## config.mk

```make
export PLATFORM = sky130hd
export DESIGN_NAME = uart_rx_engine_flat
export DESIGN_NICKNAME = d
export VERILOG_FILES = /design/src/rtl/uart_pkg.sv /design/src/rtl/uart_rx_engine_if.sv /design/src/rtl/rx_sampler.sv /design/src/rtl/uart_rx_engine.sv /design/src/flat_wrapper.sv
export SDC_FILE = /design/constraint.sdc
export NUM_CORES = 1
export LEC_CHECK = 0
export ABC_AREA = 1
export CAP_MARGIN = 10
export CELL_PAD_IN_SITES_DETAIL_PLACEMENT = 0
export CELL_PAD_IN_SITES_GLOBAL_PLACEMENT = 2
export CORE_UTILIZATION = 36
export DETAILED_ROUTE_END_ITERATION = 8
export MAX_ROUTING_LAYER = met4
export PLACE_DENSITY = 0.83
export SETUP_SLACK_MARGIN = 0.15
export SYNTH_ARGS = -nofsm -noshare
export SYNTH_HDL_FRONTEND = slang
export SYNTH_HIERARCHICAL = 1
export SYNTH_SLANG_ARGS = --single-unit
export TNS_END_PERCENT = 10
```

## constraint.sdc

```tcl
create_clock -name clk_i -period 5.7 [get_ports clk_i]
set_input_delay 1.14 -clock clk_i [delete_from_list [all_inputs] [get_ports clk_i]]
set_output_delay 1.14 -clock clk_i [all_outputs]
set_load 0.01 [all_outputs]
```

## src/rtl/uart_pkg.sv

```systemverilog
// Shared types and constants for the UART receive engine.
// Contents:
//   rx_state_t  - frame state machine states
//   parity_t    - parity mode encodings as they appear on cr_p_i
//   OVERSAMPLE, SAMPLE_POINT_A/B/C - oversample ticks per bit and the
//                 three tick counts at which the line is sampled
//   ds_to_len() - decode of the cr_ds_i data-size field into a bit count
//   decode_parity() - decode of cr_p_i into a parity_t
package uart_pkg;

    typedef enum logic [2:0] {
        IDLE,
        START,
        DATA,
        PARITY,
        STOP1,
        STOP2,
        DONE
    } rx_state_t;

    typedef enum logic [1:0] {
        PARITY_NONE = 2'b00,
        PARITY_EVEN = 2'b10,
        PARITY_ODD  = 2'b11
    } parity_t;

    localparam int OVERSAMPLE     = 16;
    localparam int SAMPLE_POINT_A = 7;
    localparam int SAMPLE_POINT_B = 8;
    localparam int SAMPLE_POINT_C = 9;

    // The largest size code selects the widest frame the instance was built for.
    function automatic logic [3:0] ds_to_len(input logic [1:0] ds, input int max_bits);
        logic [3:0] len;
        case (ds)
            2'b00:   len = 4'd5;
            2'b01:   len = 4'd6;
            2'b10:   len = 4'd7;
            default: len = 4'(max_bits);
        endcase
        return len;
    endfunction

    // Bit 1 enables parity; bit 0 then selects odd over even.
    function automatic parity_t decode_parity(input logic [1:0] p);
        parity_t mode;
        if (!p[1]) begin
            mode = PARITY_NONE;
        end else if (p[0]) begin
            mode = PARITY_ODD;
        end else begin
            mode = PARITY_EVEN;
        end
        return mode;
    endfunction

endpackage

```

## src/rtl/uart_rx_engine_if.sv

```systemverilog
// Output handshake between the receive engine and its consumer
// (RX FIFO / register block).
// Signals:
//   data_o          received data, right-aligned, unused upper bits 0
//   parity_err_o    parity mismatch for data_o
//   frame_err_o     a stop bit was sampled 0
//   break_o         data, parity and first stop all sampled 0
//   output_valid_o  data_o and the flags are valid
//   overrun_o       one-cycle pulse when a completed frame is dropped
//   output_ready_i  consumer accepts the presented frame
// Modports: master = receive engine, slave = consumer.
interface uart_rx_engine_if #(
    parameter int MAX_DATA_BITS = 8
);

    logic [MAX_DATA_BITS-1:0] data_o;
    logic                     parity_err_o;
    logic                     frame_err_o;
    logic                     break_o;
    logic                     output_valid_o;
    logic                     overrun_o;
    logic                     output_ready_i;

    modport master (
        output data_o,
        output parity_err_o,
        output frame_err_o,
        output break_o,
        output output_valid_o,
        output overrun_o,
        input  output_ready_i
    );

    modport slave (
        input  data_o,
        input  parity_err_o,
        input  frame_err_o,
        input  break_o,
        input  output_valid_o,
        input  overrun_o,
        output output_ready_i
    );

endinterface

```

## src/rtl/rx_sampler.sv

```systemverilog
// Line front end for the UART receiver: input synchroniser, falling-edge
// detect, fractional baud phase accumulator, 0..15 oversample tick counter
// and 3-sample majority vote.
// Ports:
//   clk_i, rst_i  clock, asynchronous active-low reset
//   uart_rx_i     raw serial input (idle high)
//   clear         restart bit timing (accumulator and tick counter to 0)
//   acc_incr      phase increment; each carry out is one oversample tick
//   rx_sync       synchronised line level
//   fall_edge     synchronised 1->0 transition
//   bit_valid     strobe at tick count 9, when bit_val is the voted bit
//   bit_val       majority of the samples taken at counts 7, 8 and 9
//   bit_end       strobe at tick count 15, the end of the bit period
module rx_sampler
    import uart_pkg::*;
#(
    parameter int ACC_WIDTH   = 16,
    parameter int SYNC_STAGES = 2
) (
    input  logic                 clk_i,
    input  logic                 rst_i,
    input  logic                 uart_rx_i,
    input  logic                 clear,
    input  logic [ACC_WIDTH-1:0] acc_incr,
    output logic                 rx_sync,
    output logic                 fall_edge,
    output logic                 bit_valid,
    output logic                 bit_val,
    output logic                 bit_end
);

    logic [SYNC_STAGES-1:0] sync_q;
    logic                   rx_prev;
    logic [ACC_WIDTH-1:0]   acc;
    logic [ACC_WIDTH:0]     acc_sum;
    logic                   tick;
    logic [3:0]             tick_cnt;
    logic                   samp_a;
    logic                   samp_b;

    assign rx_sync   = sync_q[SYNC_STAGES-1];
    assign fall_edge = rx_prev & ~rx_sync;

    // One extra bit on the sum captures the carry, which is the tick.
    assign acc_sum = {1'b0, acc} + {1'b0, acc_incr};
    assign tick    = acc_sum[ACC_WIDTH];

    // The synchroniser and edge history reset to the idle-high level so a
    // reset release never looks like a start edge.
    always_ff @(posedge clk_i or negedge rst_i) begin
        if (!rst_i) begin
            sync_q  <= '1;
            rx_prev <= 1'b1;
        end else begin
            sync_q  <= {sync_q[SYNC_STAGES-2:0], uart_rx_i};
            rx_prev <= rx_sync;
        end
    end

    // Bit timing restarts on each start edge so every frame is centred on its
    // own start bit rather than on a free-running phase.
    always_ff @(posedge clk_i or negedge rst_i) begin
        if (!rst_i) begin
            acc      <= '0;
            tick_cnt <= '0;
        end else if (clear) begin
            acc      <= '0;
            tick_cnt <= '0;
        end else begin
            acc <= acc_sum[ACC_WIDTH-1:0];
            if (tick) begin
                tick_cnt <= tick_cnt + 4'd1;
            end
        end
    end

    // The first two votes are held; the third is the live level at count 9.
    always_ff @(posedge clk_i or negedge rst_i) begin
        if (!rst_i) begin
            samp_a <= 1'b1;
            samp_b <= 1'b1;
        end else if (tick) begin
            if (tick_cnt == 4'(SAMPLE_POINT_A)) begin
                samp_a <= rx_sync;
            end
            if (tick_cnt == 4'(SAMPLE_POINT_B)) begin
                samp_b <= rx_sync;
            end
        end
    end

    assign bit_valid = tick && (tick_cnt == 4'(SAMPLE_POINT_C));
    assign bit_val   = (samp_a & samp_b) | (samp_a & rx_sync) | (samp_b & rx_sync);
    assign bit_end   = tick && (tick_cnt == 4'(OVERSAMPLE - 1));

endmodule

```

## src/rtl/uart_rx_engine.sv

```systemverilog
// UART receive engine: frames the voted bit stream from rx_sampler into
// 5..MAX_DATA_BITS data bits with optional parity and one or two stop bits,
// reports parity/frame/break errors and presents each frame on a
// valid/ready handshake, pulsing overrun when a frame cannot be delivered.
// Ports:
//   clk_i, rst_i   clock, asynchronous active-low reset
//   cr_acc_incr_i  baud accumulator increment (16 ticks per bit)
//   cr_ds_i        data size code, latched at the start edge
//   cr_p_i         parity mode, latched at the start edge
//   cr_s_i         stop bits (0 = one, 1 = two), latched at the start edge
//   uart_rx_i      serial input, idle high
//   rx_if          output handshake (master side)
module uart_rx_engine
    import uart_pkg::*;
#(
    parameter int MAX_DATA_BITS = 8,
    parameter int ACC_WIDTH     = 16,
    parameter int SYNC_STAGES   = 2
) (
    input  logic                 clk_i,
    input  logic                 rst_i,
    input  logic [ACC_WIDTH-1:0] cr_acc_incr_i,
    input  logic [1:0]           cr_ds_i,
    input  logic [1:0]           cr_p_i,
    input  logic                 cr_s_i,
    input  logic                 uart_rx_i,
    uart_rx_engine_if.master     rx_if
);

    localparam int IDX_W = (MAX_DATA_BITS > 8) ? 4 : 3;

    rx_state_t                state;
    logic [3:0]               frame_len;
    parity_t                  par_mode;
    logic                     two_stop;
    logic [IDX_W-1:0]         bit_idx;
    logic [MAX_DATA_BITS-1:0] data_sr;
    logic                     par_bit;
    logic                     stop1_bit;
    logic                     stop2_bit;

    logic rx_sync;
    logic fall_edge;
    logic bit_valid;
    logic bit_val;
    logic bit_end;
    logic start_frame;
    logic last_data_bit;
    logic parity_err_c;
    logic frame_err_c;
    logic break_c;
    logic accept;

    // A start is a fresh falling edge seen while idle; after a break the line
    // stays low, so no edge exists until it has returned high first.
    assign start_frame   = (state == IDLE) && fall_edge && !rx_sync;
    assign last_data_bit = (bit_idx == IDX_W'(frame_len - 4'd1));
    assign accept        = !rx_if.output_valid_o || rx_if.output_ready_i;

    rx_sampler #(
        .ACC_WIDTH   (ACC_WIDTH),
        .SYNC_STAGES (SYNC_STAGES)
    ) u_sampler (
        .clk_i     (clk_i),
        .rst_i     (rst_i),
        .uart_rx_i (uart_rx_i),
        .clear     (start_frame),
        .acc_incr  (cr_acc_incr_i),
        .rx_sync   (rx_sync),
        .fall_edge (fall_edge),
        .bit_valid (bit_valid),
        .bit_val   (bit_val),
        .bit_end   (bit_end)
    );

    // Frame status, evaluated from the captured bits while in DONE.
    always_comb begin
        parity_err_c = 1'b0;
        case (par_mode)
            PARITY_EVEN: parity_err_c = (^data_sr) ^ par_bit;
            PARITY_ODD:  parity_err_c = ~((^data_sr) ^ par_bit);
            default:     parity_err_c = 1'b0;
        endcase
        frame_err_c = !stop1_bit || (two_stop && !stop2_bit);
        break_c     = (data_sr == '0) && ((par_mode == PARITY_NONE) || !par_bit) && !stop1_bit;
    end

    // Frame state machine and registered handshake outputs. Stop bits finish
    // at mid-bit so the next start edge is never missed on back-to-back
    // frames. A DONE load overrides the valid clear from a same-cycle
    // handshake; a frame arriving while the old one is still unaccepted is
    // dropped with an overrun pulse and the old frame is kept stable.
    always_ff @(posedge clk_i or negedge rst_i) begin
        if (!rst_i) begin
            state                <= IDLE;
            frame_len            <= 4'd5;
            par_mode             <= PARITY_NONE;
            two_stop             <= 1'b0;
            bit_idx              <= '0;
            data_sr              <= '0;
            par_bit              <= 1'b0;
            stop1_bit            <= 1'b1;
            stop2_bit            <= 1'b1;
            rx_if.data_o         <= '0;
            rx_if.parity_err_o   <= 1'b0;
            rx_if.frame_err_o    <= 1'b0;
            rx_if.break_o        <= 1'b0;
            rx_if.output_valid_o <= 1'b0;
            rx_if.overrun_o      <= 1'b0;
        end else begin
            rx_if.overrun_o <= 1'b0;
            if (rx_if.output_valid_o && rx_if.output_ready_i) begin
                rx_if.output_valid_o <= 1'b0;
            end

            case (state)
                IDLE: begin
                    if (start_frame) begin
                        frame_len <= ds_to_len(cr_ds_i, MAX_DATA_BITS);
                        par_mode  <= decode_parity(cr_p_i);
                        two_stop  <= cr_s_i;
                        bit_idx   <= '0;
                        data_sr   <= '0;
                        par_bit   <= 1'b0;
                        stop1_bit <= 1'b1;
                        stop2_bit <= 1'b1;
                        state     <= START;
                    end
                end
                START: begin
                    if (bit_valid && bit_val) begin
                        state <= IDLE;
                    end else if (bit_end) begin
                        state <= DATA;
                    end
                end
                DATA: begin
                    if (bit_valid) begin
                        data_sr[bit_idx] <= bit_val;
                    end
                    if (bit_end) begin
                        if (last_data_bit) begin
                            state <= (par_mode == PARITY_NONE) ? STOP1 : PARITY;
                        end else begin
                            bit_idx <= bit_idx + 1'b1;
                        end
                    end
                end
                PARITY: begin
                    if (bit_valid) begin
                        par_bit <= bit_val;
                    end
                    if (bit_end) begin
                        state <= STOP1;
                    end
                end
                STOP1: begin
                    if (bit_valid) begin
                        stop1_bit <= bit_val;
                        if (!two_stop) begin
                            state <= DONE;
                        end
                    end else if (bit_end && two_stop) begin
                        state <= STOP2;
                    end
                end
                STOP2: begin
                    if (bit_valid) begin
                        stop2_bit <= bit_val;
                        state     <= DONE;
                    end
                end
                DONE: begin
                    if (accept) begin
                        rx_if.data_o         <= data_sr;
                        rx_if.parity_err_o   <= parity_err_c;
                        rx_if.frame_err_o    <= frame_err_c;
                        rx_if.break_o        <= break_c;
                        rx_if.output_valid_o <= 1'b1;
                    end else begin
                        rx_if.overrun_o <= 1'b1;
                    end
                    state <= IDLE;
                end
                default: begin
                    state <= IDLE;
                end
            endcase
        end
    end

endmodule
```

## src/flat_wrapper.sv

```systemverilog
// flat-port wrapper written by rule: the top's interface ports become plain ports
module uart_rx_engine_flat import uart_pkg::*;
#(
    parameter int MAX_DATA_BITS = 8,
    parameter int ACC_WIDTH     = 16,
    parameter int SYNC_STAGES   = 2
)
  (clk_i, rst_i, cr_acc_incr_i, cr_ds_i, cr_p_i, cr_s_i, uart_rx_i, rx_if_data_o, rx_if_parity_err_o, rx_if_frame_err_o, rx_if_break_o, rx_if_output_valid_o, rx_if_overrun_o, rx_if_output_ready_i);
  uart_rx_engine_if #(.MAX_DATA_BITS(MAX_DATA_BITS)) rx_if_i ();
  input  logic clk_i;
  input  logic rst_i;
  input  logic [ACC_WIDTH-1:0] cr_acc_incr_i;
  input  logic [1:0] cr_ds_i;
  input  logic [1:0] cr_p_i;
  input  logic cr_s_i;
  input  logic uart_rx_i;
  output wire logic [$bits(rx_if_i.data_o)-1:0] rx_if_data_o;
  output wire logic [$bits(rx_if_i.parity_err_o)-1:0] rx_if_parity_err_o;
  output wire logic [$bits(rx_if_i.frame_err_o)-1:0] rx_if_frame_err_o;
  output wire logic [$bits(rx_if_i.break_o)-1:0] rx_if_break_o;
  output wire logic [$bits(rx_if_i.output_valid_o)-1:0] rx_if_output_valid_o;
  output wire logic [$bits(rx_if_i.overrun_o)-1:0] rx_if_overrun_o;
  input wire logic [$bits(rx_if_i.output_ready_i)-1:0] rx_if_output_ready_i;
  assign rx_if_data_o = rx_if_i.data_o;
  assign rx_if_parity_err_o = rx_if_i.parity_err_o;
  assign rx_if_frame_err_o = rx_if_i.frame_err_o;
  assign rx_if_break_o = rx_if_i.break_o;
  assign rx_if_output_valid_o = rx_if_i.output_valid_o;
  assign rx_if_overrun_o = rx_if_i.overrun_o;
  assign rx_if_i.output_ready_i = rx_if_output_ready_i;
  uart_rx_engine #(.MAX_DATA_BITS(MAX_DATA_BITS), .ACC_WIDTH(ACC_WIDTH), .SYNC_STAGES(SYNC_STAGES)) u_core (.clk_i(clk_i), .rst_i(rst_i), .cr_acc_incr_i(cr_acc_incr_i), .cr_ds_i(cr_ds_i), .cr_p_i(cr_p_i), .cr_s_i(cr_s_i), .uart_rx_i(uart_rx_i), .rx_if(rx_if_i));
endmodule
```

**Word-level counts from Yosys, hierarchy flattened**

Cells that the tools add are included.

- Logic and storage cells: 142
- Bits in registers: 61
- Input bits: 25

- $add $sub $neg: 4
- Reduce and logical (&&, ||, !) cells: 39
- Muxes and demuxes: 40
- $lt $le $gt $ge: 2
- Equality and inequality tests: 27
- Bitwise operators: 9

Operators with widths:

| cell | number |
|---|---|
| 3-bit two-way mux | 14 |
| 3-bit case mux with 6 select lines | 1 |
| 16-bit by 16-bit adder with 17-bit output | 1 |
| 16-bit two-way mux | 1 |
| 8-bit two-way mux | 2 |
| 2-bit by 1-bit inequality test with 1-bit output, second input constant | 8 |
| 8-bit case mux with 2 select lines | 1 |
| 4-bit == test, second input constant | 3 |
| 3-bit AND reduction | 4 |
| 1-bit logical AND | 11 |
| 1-bit two-way mux | 10 |
| 2-bit nonzero test | 5 |
| 3-bit == test, second input constant | 3 |
| 3-bit case mux with 3 select lines | 1 |
| 8-bit bitwise mux | 1 |
| 8-bit zero test | 1 |
| 4-bit two-way mux | 2 |
| 1-bit case mux with 2 select lines | 4 |
| 2-bit AND reduction | 4 |
| 8-bit AND reduction | 1 |
| 8-bit XOR reduction | 1 |
| 2-bit == test, second input constant | 3 |
| 3-bit by 2-bit == test with 1-bit output, second input constant | 2 |
| 3-bit by 1-bit inequality test with 1-bit output, second input constant | 2 |
| other kinds (23) | 35 |

**Longest topological paths before layout**

Gate-level depths: netlist of the first run.

- Depth in word-level cells: 7
- Gate-level depth with buffers: 20
- Gate-level depth less buffers: 20

**By module**

The synthesis of the first run kept the hierarchy.

By module, submodules not included:

| module | cells each | area each (um^2) | instances | seq. area each (um^2) |
|---|---|---|---|---|
| uart_rx_engine | 271 | 2093.3 | 1 | 905.9 |
| rx_sampler | 289 | 1933.1 | 1 | 631.9 |

**Worst setup path before layout of the first run**

OpenSTA, ideal clock, no wires.

- Kind: input-to-reg
- Start: input port cr_acc_incr_i[0]
- End: register u_core.data_sr[5]
- Buffers on the path: 1
- Data required time: 5584 ps
- Data arrival time: 3165 ps
- Path slack: 2418 ps
- Cell stages on the path: 18
- Cell sequence: ha_1 > inv_1 > fa_1 > inv_1 > nand2_1 > nand2_1 > nand3_1 > nand2_2 > nand2_2 > nand2_4 > nand2_1 > nor2_1 > inv_1 > o21ai_4 > buf_8 > o21ai_1 > nand2_1 > nand2_1

- Cells in the longest elaborated chain, start to end: 4

Ends and longest elaborated chain:

| what | RTL line | text |
|---|---|---|
| start: declaration | flat_wrapper.sv:12 | `input logic [ACC_WIDTH-1:0] cr_acc_incr_i;` |
| 16-bit by 16-bit adder with 17-bit output | rx_sampler.sv:45 | `assign acc_sum = {1'b0, acc} + {1'b0, acc_incr};` |
| 1-bit logical AND | rx_sampler.sv:92 | `assign bit_valid = tick && (tick_cnt == 4'(SAMPLE_POINT_C));` |
| via u_core.bit_valid | uart_rx_engine.sv:44 | `logic bit_valid;` |
| 2-bit by 1-bit inequality test with 1-bit output (no source line) | -- |  |
| 3-bit AND reduction (no source line) | -- |  |
| end signal: indexed assignment | uart_rx_engine.sv:139 | `data_sr[bit_idx] <= bit_val;` |
| end: declaration | uart_rx_engine.sv:37 | `logic [MAX_DATA_BITS-1:0] data_sr;` |

The timed path passes the listed nets, and every way through them passes these cells.
A chain may end at the register's enable or synchronous reset.

**Worst setup path after layout of the first run**

- Start: input port cr_acc_incr_i[0]
- End: register u_core.data_sr[3]

Same word-level chain as after synthesis.

==> reports/metrics.cfg, run 1 <==
[detailed_routing]
routed-via-count=3433
drt_iter0_drc=287
vias_per_cell=4.61
drc_errors=0
detail-route-antenna-nets=0
wl_per_cell_microns=11.9
dr.pass1.iters=5
drt-total-wl_mm=8.85

[global_route]
grt_max_degree=62
use_met3=0.0387
grtUsageMet1=0.246
gr-max-usage-layer=met1
antenna_found_initial=0
grt_pass1_vias=3185
grt_pass1_wl_mm=15.2
grtUsageTotal=0.172
grt_overflow=0
use_met2=0.242

[clock_network]
clk_pin_slew_worst_paths_ns=0.07
htreeDepth=3
postCtsSetupRepairBufs=0
clock_latency_ns=0.35
cts_root_buf=clkbuf_8
cts_resized=0
cts_buffers=9
clock_sinks=61
cts_tree=yes
clk_path_buf_depth=2
cts-hold-fix-buffers=0

[critical_path]
rr_worst_depth=17
worstSetupPathType=input pin to register
startpoint_type=input pin
reg2reg_from=u_core/u_sampler/acc[0]
critPathMaxFanout=16
crit_path_end_kind=register
cp.required_ns=5.94
r2r_slack_ns=2.85
critPathArrivalTime_ns=4.02
rr_endpoint=u_core/data_sr[3]

[yosys]
synth-edff-count=0
synth_cells=560
netlist-cell-type-count=39
netlist_area_sq_mm=0.00403
syn_nets=614
ys.flop_type=dfrtp_1
ys_seq_elements=61
yosysSeqAreaShare=0.382
ys_async_sr_fraction=1.00
synth_top_area_share=0.323
yosysTopAreaCell=dfrtp_1
avgSynthCellArea_sq_um=7.19
synth_area_leaders=dfrtp_1, nand2_1, ha_1
yosysWarnings=6

[timing]
max_freq_mhz=265
timing.final.hold_violations=0
period_minus_slack_ns=3.78
drv_slew=0
setup_violations=0
slew_headroom=0.468
fin_skew_ns=0.0118
fin_crit_sh=0.663
tns_ns=0
grt_setup_unrepaired=false
worstMarginPinSlew_ns=0.798

[floorplan]
die_w_microns=108
coreArea_sq_mm=0.0109
die_area_sq_mm=0.0116
core.rowCount=38
start_util=0.370
die_h_microns=108
ios=38

[power_and_ir_drop]
leakage_nw=2.47
power_density_mw_per_mm2=486
vdd_drop_max_v=0.000166

[placement]
hpwl_mm=6.52
port-buffer-count=37
place_congestion=0.863

[status]
outcome=finished clean

[hold_path]
hold_end=u_core/u_sampler/sync_q[1]
min_from=u_core/u_sampler/sync_q[0]
min_path_cells=0
hp-class=register to register

[flow_run]
maxCapViolCount=0

[layout]
final_common_cell=nand2_1
diodes=0
syn_to_final_growth_pct=17.8
post-route-util=0.436
nFillCells=1142
nets=654
post_route_cells_drive_above_1_share=0.0760
layout_common_cells=nand2_1, inv_1, dfrtp_1, nor2_1, nand3_1

-- where the power goes --
part / total [mW] / internal [mW] / switching, mW
Sequential: 0.699 / 0.600 / 0.0993
Combinational: 1.13 / 0.431 / 0.698
Clock: 0.476 / 0.291 / 0.185
Total: 2.30 / 1.32 / 0.982
-- how the worst max path moves through the flow --
stage                     start           endpoint  slack [ns]  depth (start not counted)
6_report       cr_acc_incr_i[0]  u_core/data_sr[3]        1.92                         18
5_1_grt        cr_acc_incr_i[0]  u_core/data_sr[7]        1.54                         18
4_1_cts        cr_acc_incr_i[0]  u_core/data_sr[3]        1.93                         18
3_5_place_dp   cr_acc_incr_i[0]  u_core/data_sr[3]        1.55                         18
3_3_place_gp   cr_acc_incr_i[0]  u_core/data_sr[2]        1.65                         18
2_1_floorplan  cr_acc_incr_i[0]  u_core/data_sr[5]        2.42                         18
-- kinds of logic (layout without fill, tap and decap cells) --
logic type | after synthesis | in the layout | share of synthesized area
buffers and inverters | 108 | 153 | 0.110
and+or+nand+nor | 295 | 295 | 0.316
xor gates and xnor gates | 9 | 9 | 0.0196
DFF | 61 | 61 | 0.382
adders and majority gates | 30 | 30 | 0.0945
AOI/OAI and AO/OA | 57 | 57 | 0.0783
-- final cells by class --
cell class,instances,area (sq um),share of cell area
multi-input cells,391,2050,0.431
inverters,99,374,0.0789
clock inverters,6,111,0.0235
clock buffers,10,128,0.0269
well taps,140,175,0.0369
repair buffers,38,373,0.0786
flip-flops and latches,61,1540,0.324
-- through the flow --
| stage | hold slack [ns] | area [sq um] | cells | setup slack [ns] | power, mW |
|---|---|---|---|---|---|
| floorplan | 0.345 | 4030 | 560 | 2.42 | 1.54 |
| global placement | 0.346 | 4510 | 729 | 1.65 | 1.83 |
| detailed placement | 0.348 | 4510 | 729 | 1.55 | 1.84 |
| CTS | 0.359 | 4740 | 745 | 1.93 | 2.33 |
| global route | 0.367 | 4740 | 745 | 1.54 | 2.54 |
| finish | 0.359 | 4740 | 745 | 1.92 | 2.30 |
-- Yosys cell counts, types with 2 or more instances --
master    instances
dfstp_2           9
xnor2_1           6
buf_6             2
o22ai_1           2
buf_4             2
clkinv_1          2
nand2_2           3
nand2_1         175
nor2_2            2
nor2_1           45
a21oi_1          17
inv_2             6
o21ai_0          31
or2_1             2
nand4_1           9
nor3_1           11
nor2_4            2
and2_1            2
o21ai_1           3
nand3_1          39
clkbuf_1          3
inv_1            90
xor2_1            3
dfrtp_1          52
ha_1             28
-- registers in the layout (all words and copies together) (netlist names), 2 cells and up --
name                       count
u_core/bit_idx                 3
u_core/data_sr                 8
u_core/u_sampler/tick_cnt      4
u_core/state                   3
u_core/u_sampler/acc          16
u_core/u_sampler/sync_q        2
u_core/par_mode                2
u_core/rx_if.data_o            8
u_core/frame_len               3
-- layer usage --
| metal | vias up | routed length [microns] |
|---|---|---|
| li1 | 1845 | - |
| met1 | 1516 | 4750 |
| met2 | 65 | 3600 |
| met3 | 7 | 424 |
| met4 | 0 | 78 |
| met5 | - | 0 |
-- critical path, stage by stage --
cell and delay [ns]:
clkdlybuf4s50_1 0.46, ha_1 0.16, inv_1 0.05, fa_1 0.35, inv_1 0.11, nand2_1 0.06
nand2_1 0.07, nand3_1 0.08, nand2_2 0.11, nand2_2 0.10, nand2_4 0.13, nand2_1 0.06
nor2_1 0.27, inv_1 0.21, o21ai_4 0.37, o21ai_0 0.14, nand2_1 0.09, nand2_1 0.05
(Power assumes the default switching activity.)
==> run 2, diff against run 1 <==
Settings changed: CORE_UTILIZATION 36 to 30, PLACE_DENSITY 0.83 to 0.74.
Clock period 5.7 ns to 3.1 ns, I/O delays scaled along.
==> run 2 against run 1 <==
Utilization fell by 3.4 points. Die area increased by 20%. Global-route usage shrank 1.4 points. Clock skew is 0.0069 ns lower. Sequential cell count is the same. Total power up 100%. Via count rose by 6.4%. Critical path depth fell by 1. Cell count grew 9.1%. First-iteration DRC count is 30% lower. Critical path type unchanged. Critical endpoint is now u_core/data_sr[2]. Largest power group unchanged.
==> reports/metrics.cfg, run 2 (synthesis results as in run 1) <==
[timing]
grt_setup_unrepaired=true
slew_headroom=0.656  ; +0.188
timing.final.hold_violations=0  ; unchanged
worst_slack_ns=0.399  ; -1.52 ns
period_minus_slack_ns=2.70
setup_violations=0  ; unchanged
fin_crit_sh=0.871
fin_skew_ns=0.00492  ; -0.00689 ns
holdWs_ns=0.247  ; -0.112 ns
worstMarginPinSlew_ns=0.515  ; -0.283 ns
drv_slew=0  ; unchanged
tns_ns=0  ; unchanged
max_freq_mhz=370

[layout]
largest_register_ffs=16  ; unchanged
final_common_cell=nand2_1
multi_input_area_sq_mm=0.00212  ; +3.7%
top_register=u_core/u_sampler/acc
biggestRegsByFlops=u_core/u_sampler/acc (16), u_core/data_sr (8), u_core/rx_if.data_o (8)
nets=690  ; +5.5%
layout_common_cells=nand2_1, inv_1, dfrtp_1, nor2_1, nand3_1
post_route_cells_drive_above_1_share=0.151  ; +0.0753
diodes=0  ; unchanged
finalNonFillerCells=813  ; +9.1%
nFillCells=1390  ; +22%
regArea_sq_mm=0.00154  ; unchanged
syn_to_final_growth_pct=28.5

[detailed_routing]
drt-total-wl_mm=9.75  ; +10%
wl_per_cell_microns=12.0  ; +0.95%
detail-route-antenna-nets=0  ; unchanged
drc_errors=0  ; unchanged
routed-via-count=3651  ; +6.4%
dr.pass1.iters=4  ; -1
drt_iter0_drc=201  ; -30%
vias_per_cell=4.49  ; -2.5%

[status]
outcome=finished clean

[critical_path]
critical_path_buf_inv_count=5  ; +1
startpoint_type=input pin
startpoint=cr_acc_incr_i[10]
cp_cell_sequence=clkdlybuf4s50_1 > ha_1 > nand2_2 > inv_2 > nand2_1 > nor3_2 > nand2_2 > nand2_4 > nand2_2 > nor2_2 > buf_6 > clkinvlp_4 > buf_4 > o21ai_4 > o21ai_0 > nand2_1 > nand2_1
critPathMaxStageDelay_ns=0.42  ; -0.04 ns
critPathArrivalTime_ns=2.93  ; -1.09 ns
crit_slowest_cell=clkdlybuf4s50_1
crit_path_end_kind=register
cp.required_ns=3.33  ; -2.61 ns
worstSetupPathType=input pin to register
critPathMaxFanout=6  ; -10
cp_top_family=buffers and inverters
reg2reg_from=u_core/u_sampler/acc[0]

[clock_network]
cts_buffers=9  ; unchanged
cts_root_buf=clkbuf_16
clk_path_buf_depth=2  ; unchanged
clock_latency_ns=0.34  ; about the same
clock_sinks=61  ; unchanged
htreeDepth=3  ; unchanged
cts_tree=yes
clk_pin_slew_worst_paths_ns=0.06  ; about the same

[floorplan]
die_h_microns=118  ; +9.4%
die_w_microns=118  ; +9.4%
coreArea_sq_mm=0.0129  ; +18%
start_util=0.313  ; -0.0571
die_area_sq_mm=0.0139  ; +20%
core.rowCount=41  ; +7.9%
ios=38  ; unchanged

[global_route]
grt_overflow=0  ; unchanged
grtUsageTotal=0.159  ; -0.0135
antenna_found_initial=0  ; unchanged
grt_max_degree=24  ; -61%
grt_pass1_wl_mm=17.0  ; +12%
grt_pass1_vias=3472  ; +9.0%

[power_and_ir_drop]
p_total_mw=4.60  ; +100%
leakage_nw=2.67  ; +8.3%
power_density_mw_per_mm2=889  ; +83%
vdd_drop_max_v=0.000286  ; +72%

[placement]
place_congestion=0.839  ; -2.8%
hpwl_mm=7.47  ; +15%
port-buffer-count=37  ; unchanged
dp.cells=791  ; +8.5%
pre_cts_ws_ns=-0.135  ; -1.69 ns

[hold_path]
hp-class=input pin to asynchronous set/reset pin

[flow_run]
maxCapViolCount=0  ; unchanged

run 2: cell count changes in the layout (fill, tap and decap cells not counted), moves of 3 or more:
| cell | before | now |
|---|---|---|
| bufinv_16 | 3 | 0 |
| nand2_2 | 3 | 6 |
| ha_1 | 28 | 25 |
| inv_1 | 90 | 87 |
| buf_4 | 1 | 35 |
| nand2_1 | 175 | 172 |
| clkbuf_8 | 9 | 1 |
| clkbuf_16 | 0 | 9 |
run 2: metal layers:
layer	part of all wire	wire [microns]	up-vias	track usage
li1	-	-	1921	-
met1	0.51	4980	1643	0.220
met2	0.42	4120	76	0.226
met4	0.014	135	0	0.0601
met5	0	0	-	-
met3	0.053	517	11	0.0320
run 2: area by class of cell:
cell class              count  share of cell area
inverters                  99              0.0730
clock buffers              10              0.0462
well taps                 172              0.0416
clock inverters             6             0.00750
multi-input cells         392               0.410
repair buffers             73               0.125
flip-flops and latches     61               0.297
run 2: what timing repair did:
item | in CTS | in global routing
setup buffers | 0 | 5
hold buffers | 0 | 0
setup endpoints to repair | 0 | 17
resized for setup | 0 | 19
run 2: stage by stage:
step	instance area, sq um	utilization
floorplan	4030	-
global placement	4770	0.371
detailed placement	4770	0.371
CTS	5050	0.392
global route	5170	0.402
finish	5170	0.402
run 2: path summary, 6_finish.rpt:
kind,endpoint,slack [ns],cells after the start
setup / recovery,u_core/data_sr[2],0.40,17
hold / removal,u_core/u_sampler/acc[11],0.25,1
setup reg to reg,u_core/data_sr[2],0.66,19
hold reg to reg,u_core/u_sampler/sync_q[1],0.36,0
max in group asynchronous,u_core/frame_len[2],2.10,2
min in group clk_i,u_core/u_sampler/sync_q[1],0.36,0
run 2: power breakdown:
group          switching [mW]  leakage [nW]  total (mW)  internal (mW)
logic                    1.37          1.79        2.36          0.991
clock network           0.386         0.134       0.945          0.559
registers               0.191         0.754        1.30           1.11
total                    1.94          2.67        4.60           2.66
